### config.mk
export PLATFORM = sky130hd
export DESIGN_NAME = acc_matmul_core
export DESIGN_NICKNAME = d
export VERILOG_FILES = /design/src/rtl/acc_matmul_core.sv
export SDC_FILE = /design/constraint.sdc
export NUM_CORES = 1
export LEC_CHECK = 0
export BUFFER_PORTS_ARGS = -buffer_cell sky130_fd_sc_hd__buf_2
export CAP_MARGIN = 20
export CELL_PAD_IN_SITES_DETAIL_PLACEMENT = 0
export CELL_PAD_IN_SITES_GLOBAL_PLACEMENT = 1
export CORE_UTILIZATION = 44
export DETAILED_ROUTE_END_ITERATION = 8
export PLACE_DENSITY = 0.82
export SYNTH_ARGS = -nofsm -noshare
export SYNTH_HDL_FRONTEND = slang
export SYNTH_SLANG_ARGS = --single-unit
### constraint.sdc
create_clock -name clk -period 11.2 [get_ports clk]
set_input_delay 3.36 -clock clk [delete_from_list [all_inputs] [get_ports clk]]
set_output_delay 3.36 -clock clk [all_outputs]
set_load 0.005 [all_outputs]
### src/rtl/acc_matmul_core.sv
`default_nettype none
// ============================================================================
//  Module      : acc_matmul_core
//  Description : Sequential N x N matrix multiply, C = A x B, with 8-bit
//                operands read through synchronous ports and results written
//                back one element at a time. The optional macro
//                ACC_MATMUL_SAT_EN selects unsigned saturation of each result.
//                Without it the result is truncated to the low DW bits.
//  Revision    : 1.0 - initial release
// ============================================================================
module acc_matmul_core #(
    parameter int N  = 32,
    parameter int DW = 8,
    parameter int AW = 10
) (
    input  logic          clk,
    input  logic          rst_n,
    input  logic          start_i,
    output logic          busy_o,
    output logic          done_o,
    output logic [AW-1:0] a_addr_o,
    input  logic [DW-1:0] a_rdata_i,
    output logic [AW-1:0] b_addr_o,
    input  logic [DW-1:0] b_rdata_i,
    output logic          c_we_o,
    output logic [AW-1:0] c_addr_o,
    output logic [DW-1:0] c_wdata_o
);

    localparam int C_IDX_W = (N > 1) ? $clog2(N) : 1;
    localparam int C_ACC_W = 2 * DW + $clog2(N);
    localparam logic [C_IDX_W-1:0] C_LAST = C_IDX_W'(N - 1);
    localparam logic [AW-1:0]      C_N_A  = AW'(N);

    typedef enum logic [2:0] {
        S_IDLE  = 3'd0,
        S_RUN   = 3'd1,
        S_DRAIN = 3'd2,
        S_WRITE = 3'd3,
        S_DONE  = 3'd4
    } state_t;

    state_t               r_state;
    state_t               w_state_next;
    logic [C_IDX_W-1:0]   r_i;
    logic [C_IDX_W-1:0]   r_j;
    logic [C_IDX_W-1:0]   r_k;
    logic                 r_rd_valid;
    logic [C_ACC_W-1:0]   r_acc;
    logic [2*DW-1:0]      w_prod;
    logic [DW-1:0]        w_result;
    logic [AW-1:0]        w_a_addr;
    logic [AW-1:0]        w_b_addr;
    logic [AW-1:0]        w_c_addr;
    logic                 w_last_elem;

    assign w_prod      = {{DW{1'b0}}, a_rdata_i} * {{DW{1'b0}}, b_rdata_i};
    assign w_a_addr    = AW'(r_i) * C_N_A + AW'(r_k);
    assign w_b_addr    = AW'(r_k) * C_N_A + AW'(r_j);
    assign w_c_addr    = AW'(r_i) * C_N_A + AW'(r_j);
    assign w_last_elem = (r_i == C_LAST) && (r_j == C_LAST);

`ifdef ACC_MATMUL_SAT_EN
    localparam logic [C_ACC_W-1:0] C_SAT_MAX = C_ACC_W'((2 ** DW) - 1);
    assign w_result = (r_acc > C_SAT_MAX) ? {DW{1'b1}} : r_acc[DW-1:0];
`else
    assign w_result = r_acc[DW-1:0];
`endif

    always_ff @(posedge clk or negedge rst_n) begin
        if (!rst_n) begin
            r_state <= S_IDLE;
        end else begin
            r_state <= w_state_next;
        end
    end

    always_comb begin
        w_state_next = r_state;
        busy_o       = (r_state != S_IDLE);
        done_o       = 1'b0;
        a_addr_o     = '0;
        b_addr_o     = '0;
        c_we_o       = 1'b0;
        c_addr_o     = '0;
        c_wdata_o    = '0;
        case (r_state)
            S_IDLE: begin
                if (start_i) begin
                    w_state_next = S_RUN;
                end
            end
            S_RUN: begin
                a_addr_o = w_a_addr;
                b_addr_o = w_b_addr;
                if (r_k == C_LAST) begin
                    w_state_next = S_DRAIN;
                end
            end
            S_DRAIN: begin
                w_state_next = S_WRITE;
            end
            S_WRITE: begin
                c_we_o       = 1'b1;
                c_addr_o     = w_c_addr;
                c_wdata_o    = w_result;
                w_state_next = w_last_elem ? S_DONE : S_RUN;
            end
            S_DONE: begin
                done_o       = 1'b1;
                w_state_next = S_IDLE;
            end
            default: begin
                w_state_next = S_IDLE;
            end
        endcase
    end

    // Read data returns one cycle after each RUN address, so accumulation
    // trails the address sequence by one cycle and finishes in DRAIN.
    always_ff @(posedge clk or negedge rst_n) begin
        if (!rst_n) begin
            r_i        <= '0;
            r_j        <= '0;
            r_k        <= '0;
            r_rd_valid <= 1'b0;
            r_acc      <= '0;
        end else begin
            r_rd_valid <= (r_state == S_RUN);
            if (r_rd_valid) begin
                r_acc <= r_acc + C_ACC_W'(w_prod);
            end
            case (r_state)
                S_IDLE: begin
                    if (start_i) begin
                        r_i   <= '0;
                        r_j   <= '0;
                        r_k   <= '0;
                        r_acc <= '0;
                    end
                end
                S_RUN: begin
                    r_k <= (r_k == C_LAST) ? '0 : r_k + 1'b1;
                end
                S_WRITE: begin
                    r_k   <= '0;
                    r_acc <= '0;
                    if (r_j == C_LAST) begin
                        r_j <= '0;
                        r_i <= (r_i == C_LAST) ? '0 : r_i + 1'b1;
                    end else begin
                        r_j <= r_j + 1'b1;
                    end
                end
                default: begin
                end
            endcase
        end
    end

endmodule
`default_nettype wire

After elaboration in Yosys (flattened, before gate mapping). Cells that the tools add are included. W data, S select, Z words.

Flip-flop bits (word level): 40. Bits in latches: 0. Memory bits (writable): 0. ROM bits: 0. Input bits: 19. Output and inout bits: 41. Logic and storage cells: 54. Memories: 0.

$add $sub $neg: 7. $mul: 1. Div/mod/pow operators: 0. Order comparisons: 0. Equality and inequality tests: 10. Shift-type cells: 0. Mux-type cells: 21. Bitwise gates (word level): 0. Reductions and logical operators: 9.

Operators with widths (number): $mux W21 (2); $pmux W21 S2 (1); $add A10 B5 Y10 (3); $mux W10 (3); $mux W5 (5); $add A21 B16 Y21 (1); $pmux W5 S2 (2); $mul A8 B8 Y16 (1); $add A5 B1 Y5 const B (3); $eq A5 B5 Y1 const B (3); $pmux W5 S3 (1); $pmux W3 S4 (1); $mux W3 (3); $mux W8 (1); $eq A3 B2 Y1 const B (2); $ne A2 B2 Y1 const B (3); $reduce_and A2 Y1 (3); $reduce_bool A3 Y1 (2); $eq A3 B1 Y1 const B (1); $eq A3 B3 Y1 const B (1); $logic_not A3 Y1 (1); $reduce_and A3 Y1 (1); $mux W1 (2); $reduce_bool A2 Y1 (1); $logic_and A1 B1 Y1 (1).

Longest topological paths before layout.
Depth in word-level cells: 5. Gate-level depth with buffers: 15. Gate-level depth less buffers: 15.

Worst setup path before layout. No wires, ideal clock.

Path kind: input-to-reg. Start point: input port a_rdata_i[4]. End point: register r_acc[7]. Setup time: 77 ps. Arrival time: 6927 ps. Data required time: 11123 ps. Setup slack: 4196 ps. Stages on the path: 15. Buffers on the path: 0. Path through: and2_2 > fa_1 > inv_1 > fa_1 > inv_1 > ha_1 > inv_1 > fa_1 > inv_1 > ha_1 > a21o_1 > a21oi_1 > xnor3_1 > xnor3_1 > a21oi_1.

Cells in the longest elaborated chain, start to end: 5.

Ends and longest elaborated chain: start: declaration (line 22) `input logic [DW-1:0] a_rdata_i,`; $mul A8 B8 Y16 (*) (line 57) `assign w_prod = {{DW{1'b0}}, a_rdata_i} * {{DW{1'b0}}, b_rdata_i};`; $add A21 B16 Y21 (*) (line 131) `r_acc <= r_acc + C_ACC_W'(w_prod);`; $mux W21 (*) (line 130) `if (r_rd_valid) begin`; $mux W21 (line 135) `if (start_i) begin`; $pmux W21 S2 (*) (line 133) `case (r_state)`; end signal: assignment (line 131); end: declaration (line 49) `logic [C_ACC_W-1:0] r_acc;`.

Every way passes the cells marked *; elsewhere a longest branch is shown, timed or not. A chain may end at the register's enable or synchronous reset.

Final worst setup path.
Start point: input port b_rdata_i[1]. End point: register r_acc[7].

Cells in the longest elaborated chain, start to end: 5.

Ends and longest elaborated chain: start: declaration (line 24) `input logic [DW-1:0] b_rdata_i,`; $mul A8 B8 Y16 (*) (line 57); $add A21 B16 Y21 (*) (line 131); $mux W21 (*) (line 130); $mux W21 (line 135); $pmux W21 S2 (*) (line 133).

Marked as above.

==> metrics.yaml <==
status: "completed"
cts_tree: "yes"
slew_headroom_pct: 37.5
chipWidth_um: 78.7
timing_worst_setup_path_type: "input port to register"
grt_pass1_vias: 1960
rsz0062_at_grt: "false"
end_kind: "register"
ctsResizeCount: 0
syn_avg_cell_area_um2: 9.12
clk_pin_slew_worst_paths_ns: 0.11
yosysTopAreaCell: "dfrtp_1"
skew_ns: 0.0210
numCtsBuffers: 3
holdWs_ns: 0.547
grt_start_max_net_pins: 28
vias: 1996
core_area_um2: 5570
die_height_um: 78.7
grt_pass1_wl_um: 9240
ios: 60
synth_top_area_share_pct: 26.1
drtIter0Drc: 85
multi_input_area_um2: 1720
nets: 394
fin_cells: 405
viasPerCell: 4.93
drc: 0
min_period_ns: 7.04
start_util_pct: 46.5
seqCellArea_um2: 676
synth_nets: 344
start_kind: "input port"
setup_tns_ns: 0
synthCells: 284
htreeDepth: 1
max_freq_mhz: 142
power_density_nw_per_um2: 239
ys_ff_latch: 27
worstHoldPathType: "register to register"
dp.cells: 401
num_rows: 27
yosysSeqAreaShare_pct: 26.1
synth_top_cells_by_count: "and2_1, nand2_1, inv_1, dfrtp_1, ha_1"
fillers: 557
place_hpwl_um: 4400
cts_setup_buffers: 0
synth-edff-count: 0
drive_gt1_share_pct: 20.7
finalSetupViolations: 0
diodes: 0
wl_per_cell_um: 13.5
synth_area_leaders: "dfrtp_1, fa_1, ha_1"
worst-path-max-fanout: 7
required_ns: 11.40
fin_crit_sh_pct: 62.8
antenna_found_initial: 0
synth.distinct_cells: 38
synth_top_flop_cell: "dfrtp_1"
clock_path_buffers: 2
grtUsageTotal_pct: 19.1
yosys_warnings: 0
ctsHoldBuffers: 0
p_leak_nw: 1.61
vdd_drop_max_mv: 0.113
dieArea_um2: 6200
area_growth_pct: 13.7
portBuffers: 59
clk_latency_ns: 0.29
grt-ovfl-total: 0
worstMarginPinSlew_ns: 0.933
arrival_ns: 7.24
cts_root_buf: "clkbuf_8"
cts.sinks: 27
slew_violations: 0
drtAntennaViolNets: 0
first_pass_iters: 4
hold_violations: 0
routed_wl_um: 5470
synth_most_common_cell: "and2_1"
maxCapViolCount: 0
netlist_area_um2: 2590
synth_async_sr_flop_share_pct: 100
routabilityCongestion: 0.802
[sequential cells by signal, summed over array words and instances, names as in the netlist]
register    count
r_j             5
r_rd_valid      1
r_i             5
r_state         3
r_k             5
r_acc           8
[critical path: stages]
cell,delay (ns)
buf_2,0.15
nand2_1,0.09
fa_1,0.50
inv_1,0.05
fa_1,0.45
ha_1,0.28
inv_1,0.05
fa_1,0.53
inv_1,0.07
fa_1,0.46
a21o_1,0.19
a21oi_1,0.15
xnor3_1,0.42
xnor3_1,0.35
a21oi_1,0.15
[metal layers]
| metal | GRT usage, % | vias up | part of all wire, % |
|---|---|---|---|
| met3 | 2.30 | 5 | 3.0 |
| li1 | - | 1011 | - |
| met4 | 3.89 | 0 | 0.64 |
| met1 | 27.7 | 947 | 49 |
| met5 | 0 | - | 0 |
| met2 | 30.7 | 33 | 47 |
[final timing paths]
path | start | to | slack [ns] | cells after the start
setup / recovery | b_rdata_i[1] | r_acc[7] | 4.16 | 15
hold reg to reg | r_k[4] | r_k[4] | 0.55 | 1
hold / removal | r_k[4] | r_k[4] | 0.55 | 1
min in group asynchronous | rst_n | r_i[0] | 3.06 | 1
max in group asynchronous | rst_n | r_j[4] | 7.72 | 1
setup reg to reg | r_acc[4] | r_acc[7] | 7.00 | 14
[cell families (layout without fill, tap and decap cells)]
group / Yosys count / in the layout / share of synthesized area, %
buf+inv: 44 / 93 / 7.39
compound gates: 31 / 31 / 7.44
fa+ha+maj: 41 / 41 / 25.0
simple gates: 116 / 116 / 23.9
xor+xnor: 18 / 18 / 7.44
flops: 27 / 27 / 26.1
mux: 7 / 7 / 2.71
[stage by stage]
step                power (mW)  setup slack (ns)  util [%]  instance area, um2
CTS                      0.716              4.15      52.8                2950
global placement         0.639              3.95      52.0                2900
floorplan                0.552              4.20         -                2590
global route             0.789              3.99      52.8                2950
detailed placement       0.654              3.87      52.0                2900
finish                   0.704              4.16      52.8                2950
[power by group]
group	switching (mW)	internal, mW	leakage [nW]
clock	0.0328	0.0253	0.0217
combinational	0.221	0.243	1.25
sequential	0.0422	0.140	0.334
[layout make-up]
type                       instances  share of cell area [%]
multi-input combinational        213                    58.5
inverter                          30                    3.82
timing repair buffer              59                    10.0
clock buffer                       3                    1.40
clock inverter                     1                   0.255
tap                               72                    3.06
sequential                        27                    22.9
[cells in the final DEF (no fill, tap or decap), types with 7 or more instances in the layout]
cell	netlist	final
mux2i_1	7	7
buf_2	3	59
fa_1	18	18
inv_1	30	30
nand2_1	35	35
nor2_1	18	18
and2_1	38	38
o21ai_0	13	13
ha_1	23	23
xnor2_1	11	11
dfrtp_1	27	27
a21oi_1	7	7
Power figures use the tool's default switching activity.
